`config.mk`:
```
export PLATFORM = sky130hd
export DESIGN_NAME = pipeline_hazard_ctrl
export DESIGN_NICKNAME = d
export VERILOG_FILES = /design/src/rtl/pipeline_hazard_ctrl.sv
export SDC_FILE = /design/constraint.sdc
export NUM_CORES = 1
export LEC_CHECK = 0
export BUFFER_PORTS_ARGS = -buffer_cell sky130_fd_sc_hd__buf_2
export CAP_MARGIN = 5
export CORE_ASPECT_RATIO = 0.5
export CORE_UTILIZATION = 45
export DETAILED_ROUTE_END_ITERATION = 10
export PLACE_DENSITY = 0.75
export RECOVER_POWER = 100
export SYNTH_ARGS = -nofsm -noshare
export SYNTH_HDL_FRONTEND = slang
export SYNTH_SLANG_ARGS = --single-unit
```
`constraint.sdc`:
```
create_clock -name clk -period 2.82 [get_ports clk]
set_clock_uncertainty 0.15 [all_clocks]
set_input_delay 0 -clock clk [delete_from_list [all_inputs] [get_ports clk]]
set_output_delay 0 -clock clk [all_outputs]
set_load 0.01 [all_outputs]
```
`src/rtl/pipeline_hazard_ctrl.sv`:
```
// Hazard and sequencing controller for the fetch/execute/writeback pipeline.
// Produces forwarding selects, stall/flush controls and next-PC select, holds
// the pipe across slow loads (with a bus-error timeout) and owns trap state.
module pipeline_hazard_ctrl #(
  parameter int          MEM_TIMEOUT = 16,
  parameter logic [31:0] TRAP_VEC    = 32'h0000_0100
) (
  input  logic        clk,
  input  logic        rst,
  input  logic [4:0]  rs1_ex,
  input  logic [4:0]  rs2_ex,
  input  logic [4:0]  rd_wb,
  input  logic        reg_wr_wb,
  input  logic        is_load_wb,
  input  logic        dmem_ready,
  input  logic        valid_ex,
  input  logic [31:0] pc_ex,
  input  logic        br_taken_ex,
  input  logic [31:0] br_target_ex,
  input  logic        mret_ex,
  input  logic        irq,
  input  logic        irq_en,
  output logic        fwd_a,
  output logic        fwd_b,
  output logic        stall_if,
  output logic        stall_id_ex,
  output logic        stall_ex_wb,
  output logic        flush_id_ex,
  output logic [1:0]  pc_sel,
  output logic [31:0] trap_vec,
  output logic [31:0] epc,
  output logic        trap_take,
  output logic        bus_err,
  output logic        in_handler,
  output logic [31:0] stall_cnt
);

  localparam logic [7:0] TMO = 8'(MEM_TIMEOUT);

  typedef enum logic {RUN, LOAD_WAIT} state_t;

  state_t      state, state_nx;
  logic [7:0]  wait_cnt, wait_cnt_nx;
  logic [31:0] epc_nx;
  logic        in_handler_nx;
  logic        mem_wait, timeout, stall;

  assign trap_vec    = TRAP_VEC;
  assign stall_if    = stall;
  assign stall_id_ex = stall;
  assign stall_ex_wb = stall;

  // Decode controls and next state; reset forces every control low.
  always_comb begin
    fwd_a         = 1'b0;
    fwd_b         = 1'b0;
    stall         = 1'b0;
    flush_id_ex   = 1'b0;
    pc_sel        = 2'b00;
    trap_take     = 1'b0;
    bus_err       = 1'b0;
    state_nx      = state;
    wait_cnt_nx   = wait_cnt;
    epc_nx        = epc;
    in_handler_nx = in_handler;
    // In LOAD_WAIT only dmem_ready matters; in RUN a fresh load must be pending.
    mem_wait = (state == LOAD_WAIT) ? ~dmem_ready : (is_load_wb & ~dmem_ready);
    timeout  = (state == LOAD_WAIT) & ~dmem_ready & (wait_cnt == TMO);
    if (rst) begin
      state_nx      = RUN;
      wait_cnt_nx   = 8'd0;
      epc_nx        = 32'd0;
      in_handler_nx = 1'b0;
    end else if (timeout) begin
      // Load never returned: abandon it and trap, even from inside a handler.
      bus_err       = 1'b1;
      trap_take     = 1'b1;
      pc_sel        = 2'b10;
      flush_id_ex   = 1'b1;
      epc_nx        = pc_ex;
      in_handler_nx = 1'b1;
      state_nx      = RUN;
      wait_cnt_nx   = 8'd0;
    end else if (mem_wait) begin
      // Freeze the whole pipe; branches and irqs are re-evaluated on release.
      stall       = 1'b1;
      state_nx    = LOAD_WAIT;
      wait_cnt_nx = (state == RUN) ? 8'd1 : wait_cnt + 8'd1;
    end else begin
      state_nx    = RUN;
      wait_cnt_nx = 8'd0;
      fwd_a = reg_wr_wb & (rd_wb != 5'd0) & (rd_wb == rs1_ex);
      fwd_b = reg_wr_wb & (rd_wb != 5'd0) & (rd_wb == rs2_ex);
      if (irq & irq_en & ~in_handler & valid_ex & ~mret_ex) begin
        // Execute instruction commits, so return to its successor.
        trap_take     = 1'b1;
        pc_sel        = 2'b10;
        flush_id_ex   = 1'b1;
        epc_nx        = br_taken_ex ? br_target_ex : pc_ex + 32'd4;
        in_handler_nx = 1'b1;
      end else if (mret_ex & valid_ex) begin
        pc_sel        = 2'b11;
        flush_id_ex   = 1'b1;
        in_handler_nx = 1'b0;
      end else if (br_taken_ex & valid_ex) begin
        pc_sel      = 2'b01;
        flush_id_ex = 1'b1;
      end
    end
  end

  // State, trap registers and saturating stall counter.
  always_ff @(posedge clk) begin
    state      <= state_nx;
    wait_cnt   <= wait_cnt_nx;
    epc        <= epc_nx;
    in_handler <= in_handler_nx;
    if (rst)
      stall_cnt <= 32'd0;
    else if (stall && stall_cnt != 32'hFFFF_FFFF)
      stall_cnt <= stall_cnt + 32'd1;
  end

endmodule

```
Word level (Yosys, flattened, before mapping)
Index checks and enable logic that the tools add are counted.
{ "word_totals": {"register_bits": 74, "output_inout_bits": 107, "wordCells": 76, "input_bits": 89} }
{ "op_classes": {"n_reduce_logical": 8, "add_sub_neg": 3, "n_eq_ne": 5, "n_bitwise": 17, "n_mux": 37} }
{ "ops": {"columns": ["cell", "n"], "rows": [
  ["$mux 32", 4],
  ["$add 32x1->32 const B", 1],
  ["$add 32x3->32 const B", 1],
  ["$ne 32x32->1 const B", 1],
  ["$mux 1", 28],
  ["$and 1x1->1", 12],
  ["$eq 5x5->1", 2],
  ["$mux 2", 5],
  ["$add 8x1->8 const B", 1],
  ["$eq 8x5->1 const B", 1],
  ["$not 1->1", 5],
  ["$reduce_bool 5->1", 1],
  ["$reduce_and 2->1", 2],
  ["$reduce_or 4->1", 1],
  ["$reduce_bool 3->1", 1],
  ["$reduce_or 3->1", 1],
  ["$ne 2x1->1 const B", 1],
  ["$reduce_bool 2->1", 1],
  ["$logic_and 1x1->1", 1]
]} }

Logic depth before layout (Yosys ltp)
Gate-level depths: netlist of run 1.
{ "depth": {"ltp_word": 8, "mapped_depth": 9, "depth_no_buf": 7} }

Worst setup path before layout of run 1
OpenSTA, ideal clock, no wires.
{ "synth_path": {"path_kind": "reg2reg", "start": "register wait_cnt[0]", "end": "register stall_cnt[31]", "arrival_time_ns": 2.063, "stages_incl_launch_ff": 10, "n_path_buf": 2, "slack_ns": 0.472, "path_cell_list": "dfxtp_1 inv_1 ha_1 and4bb_1 a311oi_2 nand4_2 buf_6 clkbuf_1 o311ai_0 o41ai_1"} }
{ "synth_via": {"elab_chain_cells": 5} }
{ "synth_lines": {"columns": ["element", "line", "rtl"], "rows": [
  ["from (decl)", "43", "logic [7:0] wait_cnt, wait_cnt_nx;"],
  ["from (signal assigned)", "115", "wait_cnt <= wait_cnt_nx;"],
  ["$eq 8x5->1", "68", "timeout = (state == LOAD_WAIT) & ~dmem_ready & (wait_cnt == TMO);"],
  ["$and 1x1->1", "68", null],
  ["$mux 1", "74", "end else if (timeout) begin"],
  ["$mux 1", "69", "if (rst) begin"],
  ["$logic_and 1x1->1", "120", "else if (stall && stall_cnt != 32'hFFFF_FFFF)"],
  ["to (signal assigned)", "121", "stall_cnt <= stall_cnt + 32'd1;"],
  ["to (decl)", "35", "output logic [31:0] stall_cnt"]
]} }
No other way between the ends.
A chain may end at the register's enable or synchronous reset.

Worst setup path in the final report of run 1
{ "layout_path": {"start": "register wait_cnt[5]", "end": "register epc[0]"} }
{ "layout_via": {"elab_chain_cells": 4, "word_cells_on_any_way": 6, "classes_between": "2 x eq/ne; 1 x mux; 1 x bitwise; 2 x reduce/logical"} }
{ "layout_lines": {"columns": ["element", "line", "rtl"], "rows": [
  ["$eq 8x5->1 (*)", "68", null],
  ["$and 1x1->1 (*)", "68", null],
  ["$ne 2x1->1 (no source line) or $reduce_bool 2->1 (tied branches)", null, null],
  ["$reduce_and 2->1 (no source line)", null, null],
  ["to (signal assigned)", "116", "epc <= epc_nx;"],
  ["to (decl)", "31", "output logic [31:0] epc,"]
]} }
Mark *: on every way between the ends. The rest lies on a longest branch, timed or not.

==> reports/qor.csv, run 1 <==
metric,value,unit
run status,"complete, no violations",
crit end category,flip-flop,
Slew Limit Fails,0,
estimated wirelength of the detail-placed design,9.98,mm
Yosys reg bits,74,
Netlist cell types,72,
Synth area leaders,"dfxtp_1 (30%), buf_4 (5.5%), a21oi_1 (5.1%)",
Post-synth EDFFs,0,
crit path kind,flip-flop to flip-flop,
"worst slack, placed",0.227,ns
most frequent cell after synthesis,dfxtp_1,
total iterations of the first detailed-routing run,5,
root buffer cell,clkbuf_16,
WL/cell,16.0,µm
Slew HR,30.9,%
max frequency,362,MHz
initial antenna violation count,1,
Leak,2.45,nW
Routability Congestion,0.835,
share of the synthesized area in the top cell type,30.0,%
Site Rows,26,
area of the multi-input gates,3110,µm²
CP Data Required Time,2.93,ns
arrival time at the worst endpoint,2.88,ns
GRT Residual Overflow,0,
drt drc,0,
DR iter-0 viols,369,
Async SR Flop Fraction,0,%
HP Class,input pin to flip-flop,
Combinational Power Share,14.4,%
synth cell count leaders,"dfxtp_1 (74), a21oi_1 (50), nand2_1 (49), nor2_1 (46), buf_4 (36)",
Final Net Count,923,
vias in the first global route,5005,
Synth Instances,620,
TritonCTS Sinks,74,
synth-to-layout area growth,32.8,%
CTS HTree Levels,3,
Setup WS post-layout,0.0571,ns
"CTS clk-pin slew, worst paths",0.06,ns
final setup vio count,0,
Design Power,2.59,mW
Reg area,1480,µm²
clock group share of total power,44.2,%
Peak VDD IR,0.210,mV
crit path max fanout,13,
register area share after synthesis,30.0,%
largest net degree at the start of global routing,42,
FILL cells,927,
syn avg cell area,7.96,µm²
Sw Pwr,653,µW
final worst-path cycle share,98.0,%
Critical Path Start Type,flip-flop,
Die Span Y,76.0,µm
core area,10400,µm²
instance area after placement,5710,µm²
cell internal pwr,1.93,mW
actual slew at the worst max-slew pin,1.03,ns
total wire length,15.6,mm
Power Density,395,nW/µm²
largest area contributor in the netlist,dfxtp_1,
Seq pwr share,41.5,%
post-route ant nets,0,
IO buf count,163,
Total GRT Usage,26.6,%
first-pass GRT wire length,24.4,mm
Starting Density,47.2,%
clk buf depth,2,
switching share of power,25.3,%
Final Hold Viols,0,
CTS tree,done,
clk_lat worst skew,0.34,ns
final critical-path required period,2.76,ns
Synth Flop Type,dfxtp_1,
I/O Pins,196,
Chip Width,150,µm
Num CTS Buffers,9,
DIE AREA,11400,µm²
cell area after layout,6550,µm²
share of layout cells above drive strength 1,18.3,%
Ys Warns,0,
MaxCap Viol Count,0,
Vias,5695,
Netlist Area Pre-Place,4930,µm²
vias per cell,5.84,
-- metal layers --
layer  wire (µm)  track usage (%)  up-vias  share of wire [%]
li1            -                -     2713                  -
met4         437             11.0        0                2.8
met3        1210             6.41       43                7.8
met5           0                0        -                  0
met1        6410             32.8     2658                 41
met2        7510             44.3      281                 48
-- what timing repair did --
item                                    4_1_cts  5_1_grt
endpoints found under the setup margin        0        2
gates resized for setup                       0        7
hold buffers                                 60        0
buffers inserted                              0        2
hold endpoints to repair                     34        0
-- path summary, 6_finish.rpt --
path	start	endpoint	slack, ns	cells after the start
worst max-delay path	wait_cnt[5]	epc[0]	0.06	6
worst min-delay path	br_target_ex[27]	epc[27]	0.007	4
worst max register to register	wait_cnt[5]	epc[0]	0.06	6
worst min register to register	epc[2]	epc[2]	0.31	2
-- flip-flops by register name, indices dropped and copies added, names as in the netlist --
name	flops
in_handler	1
state	1
stall_cnt	32
wait_cnt	8
epc	32
-- cell type report --
type	instances	area share, %
Antenna cell	1	0.0382
Clock buffer	12	3.76
Clock inverter	3	0.611
Inverter	15	0.859
Multi-Input combinational cell	490	47.4
Sequential cell	74	22.6
Tap cell	140	2.67
Timing Repair Buffer	240	22.0
-- per-stage QoR --
step,setup TNS [ns],hold WS (ns),util [%],instances
after floorplan,0,-0.00174,-,650
after global placement,0,0.118,54.7,896
after detailed placement,0,0.125,54.7,896
after CTS,0,0.00307,63.2,971
after global routing,-0.0190,0.0330,62.7,975
final,0,0.00722,62.7,975
-- critical path, cell delays in order, from the launching register on --
cell and delay [ns]:
dfxtp_1 0.36, or3_1 0.52, nor3_4 0.31, or2_4 0.31
nor2_1 0.07, a311oi_1 0.34, dlygate4sd3_1 0.63
-- power by group through the flow --
stage                     combinational [mW]  clock [mW]  sequential, mW
final                                  0.372        1.14            1.07
after global routing                   0.405        1.20            1.07
after CTS                              0.362        1.15            1.07
after detailed placement               0.299           0            1.09
after global placement                 0.295           0            1.09
after floorplan                        0.191           0            1.10
-- kinds of logic (layout without fill, tap and decap cells) --
family | after synthesis | count (layout) | share of synthesized area, %
and+or+nand+nor | 255 | 256 | 28.9
AOI/OAI and AO/OA | 167 | 167 | 23.6
buffers and inverters | 87 | 270 | 10.3
DFF | 74 | 74 | 30.0
xor gates and xnor gates | 22 | 22 | 3.91
muxes | 9 | 9 | 2.08
adders and majority gates | 4 | 4 | 1.01
other | 2 | 33 | 0.152
-- layout by cell type (no fill, tap or decap), types with 6 or more instances in the layout --
cell	netlist	final
o221a_2	6	6
clkbuf_1	23	78
dlygate4sd3_1	0	60
or3_1	14	14
buf_4	36	12
nand2_1	49	49
a211oi_1	6	6
o21ai_0	25	25
and4_1	7	7
a21oi_1	50	50
dfxtp_1	74	74
xnor2_1	10	10
clkbuf_16	0	9
and3_1	12	12
o41ai_1	5	6
nor3_1	15	14
or4_1	17	17
nand3_1	32	32
conb_1	2	32
nor4_1	12	11
o31ai_1	16	16
xor2_1	12	12
nor2_1	46	44
nand4_1	20	20
inv_1	15	15
buf_2	7	89
Power figures use the tool's default switching activity.
==> inputs of run 2 (changes only) <==
==> constraint.sdc (replaced) <==
create_clock -name clk -period 2.9 [get_ports clk]
set_clock_uncertainty 0.15 [all_clocks]
set_input_delay 0 -clock clk [delete_from_list [all_inputs] [get_ports clk]]
set_output_delay 0 -clock clk [all_outputs]
set_load 0.01 [all_outputs]
==> reports/qor.csv, run 2 (synthesized netlist as in run 1, its figures left out) <==
metric,value,unit,change
Total GRT Usage,26.8,%,+0.17 points
Leak,2.44,nW,-0.72%
clk buf depth,2,,unchanged
final hold slack,0.00464,ns,-0.00258 ns
final setup vio count,0,,unchanged
actual slew at the worst max-slew pin,1.31,ns,+0.278 ns
HP Class,input pin to flip-flop,,
"most common cell after layout, fill and taps aside",buf_2,,
Peak VDD IR,0.239,mV,+14%
R2R Setup Slk,0.19,ns,+0.13 ns
final worst-path cycle share,94.0,%,
Vias,5615,,-1.4%
Max stage delay on crit path,0.59,ns,-0.04 ns
WL/cell,15.6,µm,-2.0%
GRT Residual Overflow,0,,unchanged
CP Cell Sequence,dlygate4sd3_1 -> clkbuf_1 -> and4_1 -> nand4_1 -> nor4_2 -> nand4_1 -> a221oi_1 -> dlygate4sd3_1,,
final critical-path required period,2.73,ns,
min-delay src,pc_ex[26],,
"CTS clk-pin slew, worst paths",0.06,ns,about the same
n_diodes,0,,-1
Reg2Reg Depth,9,,+3
cell area after layout,6510,µm²,-0.67%
Power Density,401,nW/µm²,+1.7%
Slew HR,12.5,%,-18 points
TritonCTS Sinks,74,,unchanged
initial antenna violation count,0,,-1
r2r endpoint,epc[3],,
CTS tree,done,,
total iterations of the first detailed-routing run,5,,unchanged
Hold Path End,epc[27],,
R2R Path Start,wait_cnt[0],,
Final Net Count,920,,-0.33%
Fin Setup TNS,0,ns,unchanged
post-route ant nets,0,,unchanged
drt drc,0,,unchanged
Routability Congestion,0.831,,-0.42%
I/O Pins,196,,unchanged
Hold Path Stages,5,,+1
max frequency,367,MHz,
clk_lat worst skew,0.34,ns,about the same
DR iter-0 viols,281,,-24%
crit path max-delay cell type,dlygate4sd3_1,,
Reg area,1480,µm²,unchanged
crit end category,flip-flop,,
estimated wirelength of the detail-placed design,9.86,mm,-1.1%
biggest regs,"epc (32), stall_cnt (32), wait_cnt (8)",,
root buffer cell,clkbuf_16,,
Util after Layout,62.3,%,-0.42 points
CTS HTree Levels,3,,unchanged
FILL cells,929,,+0.22%
largest net degree at the start of global routing,60,,+43%
share of layout cells above drive strength 1,17.9,%,-0.44 points
Site Rows,26,,unchanged
core area,10400,µm²,unchanged
area of the multi-input gates,3050,µm²,-1.9%
MaxCap Viol Count,0,,unchanged
arrival time at the worst endpoint,2.87,ns,about the same
CP Data Required Time,3.04,ns,+0.11 ns
crit path kind,input pin to flip-flop,,
DIE AREA,11400,µm²,unchanged
total wire length,15.2,mm,-2.3%
instance area after placement,5700,µm²,-0.26%
vias per cell,5.78,,-1.1%
RSZ-0062 raised after global routing,no,,
Design Power,2.61,mW,+1.0%
Buf/Inv on CP,3,,+2
synth-to-layout area growth,31.9,%,
IO buf count,163,,unchanged
Top delay family on crit path,buffers and inverters,,
Critical Path Start Type,input pin,,
Starting Density,47.2,%,unchanged
most frequent cells in the layout,"buf_2 (89), clkbuf_1 (75), dfxtp_1 (74)",,
Num CTS Buffers,9,,unchanged
crit path max fanout,6,,-7
run status,"complete, no violations",,
Die Span Y,76.0,µm,unchanged
vias in the first global route,5069,,+1.3%
Chip Width,150,µm,unchanged
Final Hold Viols,0,,unchanged
first-pass GRT wire length,24.7,mm,+1.2%
Slew Limit Fails,0,,unchanged
==> run 2: cell types whose count changed in the layout (fill, tap and decap cells not counted), moves of 2 or more <==
cell / delta
nor4_1: +2
clkinvlp_4: +2
clkbuf_4: -2
clkbuf_1: -3
==> run 2: worst max path at each step <==
stage,from,slack (ns),to,depth (start not counted)
floorplan,wait_cnt[0],0.55,stall_cnt[31],9
global placement,wait_cnt[0],0.35,stall_cnt[10],7
detailed placement,wait_cnt[0],0.27,stall_cnt[16],7
CTS,wait_cnt[0],0.02,epc[3],9
global route,wait_cnt[0],0.005,stall_cnt[30],7
finish,pc_ex[2],0.17,epc[29],8
==> run 2: stage by stage <==
stage | worst slack [ns] | instances
6_report | 0.174 | 972
3_5_place_dp | 0.267 | 894
3_3_place_gp | 0.346 | 894
5_1_grt | 0.00530 | 972
4_1_cts | 0.0206 | 970
2_1_floorplan | 0.552 | 650
==> run 2: power by group <==
group / switching, mW / internal (mW)
clock: 0.465 / 0.752
combinational: 0.193 / 0.160
sequential: 0.0109 / 1.03
==> run 2: area by class of cell <==
cell class | count | area share (%)
clock inverter | 7 | 1.44
tap | 140 | 2.69
timing repair buffer | 238 | 21.9
clock buffer | 9 | 3.46
inverter | 15 | 0.865
sequential | 74 | 22.8
multi-input combinational | 489 | 46.8
==> run 2: what timing repair did <==
action                                  CTS  global route
buffers inserted                          0             2
endpoints found under the setup margin    0             6
hold buffers                             60             0
hold endpoints to repair                 34             0
gates resized for setup                   0             2
==> run 2: tightest hold or removal path, stage by stage <==
cell	delay (ns)
buf_2	0.13
inv_1	0.06
nor4_2	0.06
nand4_1	0.09
a31o_2	0.14
==> run 2: layer usage <==
metal	up-vias	track usage, %	part of all wire (%)
li1	2703	-	-
met1	2642	33.5	43
met2	230	44.7	49
met3	40	5.75	5.9
met4	0	10.7	2.6
met5	-	0	0
==> inputs of run 3 (changes only) <==
--- a/config.mk
+++ b/config.mk
@@ -5,12 +5,13 @@
 export SDC_FILE = /design/constraint.sdc
 export NUM_CORES = 1
 export LEC_CHECK = 0
+export ABC_AREA = 1
 export BUFFER_PORTS_ARGS = -buffer_cell sky130_fd_sc_hd__buf_2
 export CAP_MARGIN = 5
 export CORE_ASPECT_RATIO = 0.5
 export CORE_UTILIZATION = 45
 export DETAILED_ROUTE_END_ITERATION = 10
-export PLACE_DENSITY = 0.75
+export PLACE_DENSITY = 0.73
 export RECOVER_POWER = 100
 export SYNTH_ARGS = -nofsm -noshare
 export SYNTH_HDL_FRONTEND = slang
==> reports/qor.csv, run 3 <==
metric,value,unit,change
run status,"complete, no violations",,
largest net degree at the start of global routing,48,,-20%
biggest regs,"epc (32), stall_cnt (32), wait_cnt (8)",,
first-pass GRT wire length,28.3,mm,+14%
Site Rows,28,,+7.7%
Async SR Flop Fraction,0,%,unchanged
arrival time at the worst endpoint,2.78,ns,-0.09 ns
MaxCap Viol Count,0,,unchanged
vias per cell,5.17,,-11%
Buf/Inv on CP,3,,unchanged
Slew HR,61.6,%,+49 points
DIE AREA,12900,µm²,+13%
final setup vio count,0,,unchanged
Vias,6793,,+21%
cell internal pwr,1.86,mW,-4.4%
syn avg cell area,6.01,µm²,-24%
CTS tree,done,,
CP Cell Sequence,dlygate4sd3_1 -> buf_2 -> ha_1 -> nand2_1 -> nor2_1 -> nand2_1 -> nor2_1 -> nand2_1 -> nand2_1 -> nand3_1 -> nand2_1 -> nand2_1 -> dlygate4sd3_1 -> a21oi_1,,
Critical Path Start Type,input pin,,
"worst slack, placed",0.646,ns,+0.379 ns
total iterations of the first detailed-routing run,5,,unchanged
Synth Flop Type,dfxtp_1,,
IO buf count,163,,unchanged
Synth area leaders,"dfxtp_1 (27%), nand2_1 (21%), nor2_1 (6.6%)",,
Seq pwr share,41.0,%,+1.1 points
Sw Pwr,680,µW,+1.6%
initial antenna violation count,0,,unchanged
I/O Pins,196,,unchanged
CP Data Required Time,3.01,ns,-0.03 ns
Final Hold Viols,0,,unchanged
Total GRT Usage,27.0,%,+0.23 points
"most common cell after layout, fill and taps aside",nand2_1,,
Peak VDD IR,0.249,mV,+4.0%
Max stage delay on crit path,0.56,ns,-0.03 ns
crit end category,flip-flop,,
Combinational Power Share,16.3,%,+2.8 points
core area,11900,µm²,+14%
final critical-path required period,2.67,ns,-0.0593 ns
crit path kind,input pin to flip-flop,,
Synth Instances,930,,+50%
Top delay family on crit path,buffers and inverters,,
Design Power,2.54,mW,-2.8%
"Cell Count, Final, Fillers Out",1314,,+35%
GRT Residual Overflow,0,,unchanged
Routability Congestion,0.955,,+15%
most frequent CP cell,nand2_1,,
switching share of power,26.8,%,+1.2 points
Power Density,351,nW/µm²,-13%
placed insts,1231,,+38%
Final Net Count,1237,,+34%
Chip Width,160,µm,+6.4%
Netlist cell types,37,,-49%
register area share after synthesis,26.5,%,-3.5 points
Num CTS Buffers,9,,unchanged
Post-CTS Setup Bufs,0,,unchanged
crit path max-delay cell type,dlygate4sd3_1,,
most frequent cell after synthesis,nand2_1,,
post-route ant nets,0,,unchanged
crit path max fanout,6,,unchanged
Setup WS post-layout,0.234,ns,+0.0593 ns
estimated wirelength of the detail-placed design,12.4,mm,+26%
share of layout cells above drive strength 1,13.0,%,-4.9 points
most frequent cells in the layout,"nand2_1 (314), nor2_1 (98), buf_2 (90)",,
clk buf depth,2,,unchanged
synth cell count leaders,"nand2_1 (316), nor2_1 (98), dfxtp_1 (74), a21oi_1 (68), inv_1 (65)",,
drt drc,0,,unchanged
share of the synthesized area in the top cell type,26.5,%,-3.5 points
"CTS clk-pin slew, worst paths",0.05,ns,about the same
RSZ-0062 raised after global routing,no,,
Ys Warns,0,,unchanged
clk_lat worst skew,0.34,ns,about the same
largest area contributor in the netlist,dfxtp_1,,
synth-to-layout area growth,29.3,%,
max frequency,375,MHz,+2.2%
n_diodes,0,,unchanged
Die Span Y,80.8,µm,+6.3%
total wire length,17.7,mm,+17%
HP Class,input pin to flip-flop,,
Starting Density,46.8,%,-0.45 points
Fin Setup TNS,0,ns,unchanged
final worst-path cycle share,91.9,%,-2.0 points
Netlist Area Pre-Place,5590,µm²,+13%
Util after Layout,60.5,%,-1.8 points
WL/cell,13.5,µm,-14%
actual slew at the worst max-slew pin,0.575,ns,-0.738 ns
vias in the first global route,6198,,+22%
DR iter-0 viols,494,,+76%
Yosys reg bits,74,,unchanged
root buffer cell,clkbuf_16,,
Leak,3.13,nW,+29%
Post-synth EDFFs,0,,unchanged
Slew Limit Fails,0,,unchanged
clock group share of total power,42.7,%,-3.9 points
CTS HTree Levels,3,,unchanged
TritonCTS Sinks,74,,unchanged
[run 3: cell count changes after synthesis, moves of 11 or more]
cell | before | now
nand3b_1 | 1 | 18
inv_1 | 15 | 65
or3_1 | 14 | 0
nand3_1 | 32 | 62
o21ai_0 | 25 | 38
and3_1 | 12 | 0
nor2_1 | 46 | 98
nand4_1 | 20 | 8
a21oi_1 | 50 | 68
o31ai_1 | 16 | 0
or4_1 | 17 | 0
nand2_1 | 49 | 316
nor4_1 | 12 | 1
[run 3: final cells by class]
| class | instances | area, µm² |
|---|---|---|
| fillers | 1200 | 4720 |
| clock buffers | 12 | 267 |
| repair buffers | 240 | 1480 |
| flip-flops and latches | 74 | 1480 |
| well taps | 165 | 206 |
| multi-input cells | 745 | 3490 |
| clock inverters | 4 | 25.0 |
| inverters | 74 | 279 |
[run 3: metal layers]
layer | global-route usage, % | routed length [µm] | vias up
met5 | 0 | 0 | -
met3 | 4.49 | 1100 | 42
met4 | 10.1 | 384 | 0
met1 | 31.3 | 7450 | 3116
li1 | - | - | 3345
met2 | 51.0 | 8790 | 290
[run 3: what timing repair did]
item	in CTS	in global routing
resized for setup	0	2
hold endpoints to repair	35	0
hold buffers	67	0
setup endpoints to repair	0	11
[run 3: cell families (layout without fill, tap and decap cells)]
group / Yosys count / in the layout / synth area share [%]
XOR/XNOR: 31 / 31 / 4.86
AND/OR/NAND/NOR: 545 / 545 / 42.0
adder cells (fa/ha/maj): 4 / 4 / 0.895
flip-flops: 74 / 74 / 26.5
buffers and inverters: 141 / 330 / 12.7
other: 2 / 32 / 0.134
AO/OA/AOI/OAI: 133 / 133 / 12.9
[run 3: power by group through the flow]
stage          clock [mW]  sequential [mW]  combinational, mW
2_1_floorplan           0             1.07              0.226
3_3_place_gp            0             1.06              0.332
3_5_place_dp            0             1.06              0.336
4_1_cts              1.10             1.04              0.407
5_1_grt              1.15             1.04              0.453
6_report             1.08             1.04              0.413
[run 3: path summary, 6_finish.rpt]
| kind | from | endpoint | slack (ns) | cells past startpoint |
|---|---|---|---|---|
| worst max-delay path | pc_ex[2] | epc[20] | 0.23 | 14 |
| worst min-delay path | pc_ex[27] | epc[27] | 0.003 | 5 |
| worst max register to register | wait_cnt[0] | epc[0] | 0.23 | 10 |
| worst min register to register | epc[30] | epc[30] | 0.31 | 2 |
[run 3: metrics by stage]
step,hold slack (ns),area [µm²]
6_report,0.00285,7230
5_1_grt,0.0322,7230
4_1_cts,0.000679,7340
3_5_place_dp,0.135,6380
3_3_place_gp,0.139,6380
2_1_floorplan,-0.0236,5700
[run 3: worst reg2reg max path, stage by stage (launching register included)]
cell and delay [ns]:
dfxtp_1 0.34, inv_1 0.09, ha_1 0.16, nor3b_1 0.20, nand4_1 0.26, nand2_2 0.34
buf_12 0.22, nand3_1 0.11, dlygate4sd3_1 0.56, o211ai_1 0.08, inv_1 0.05
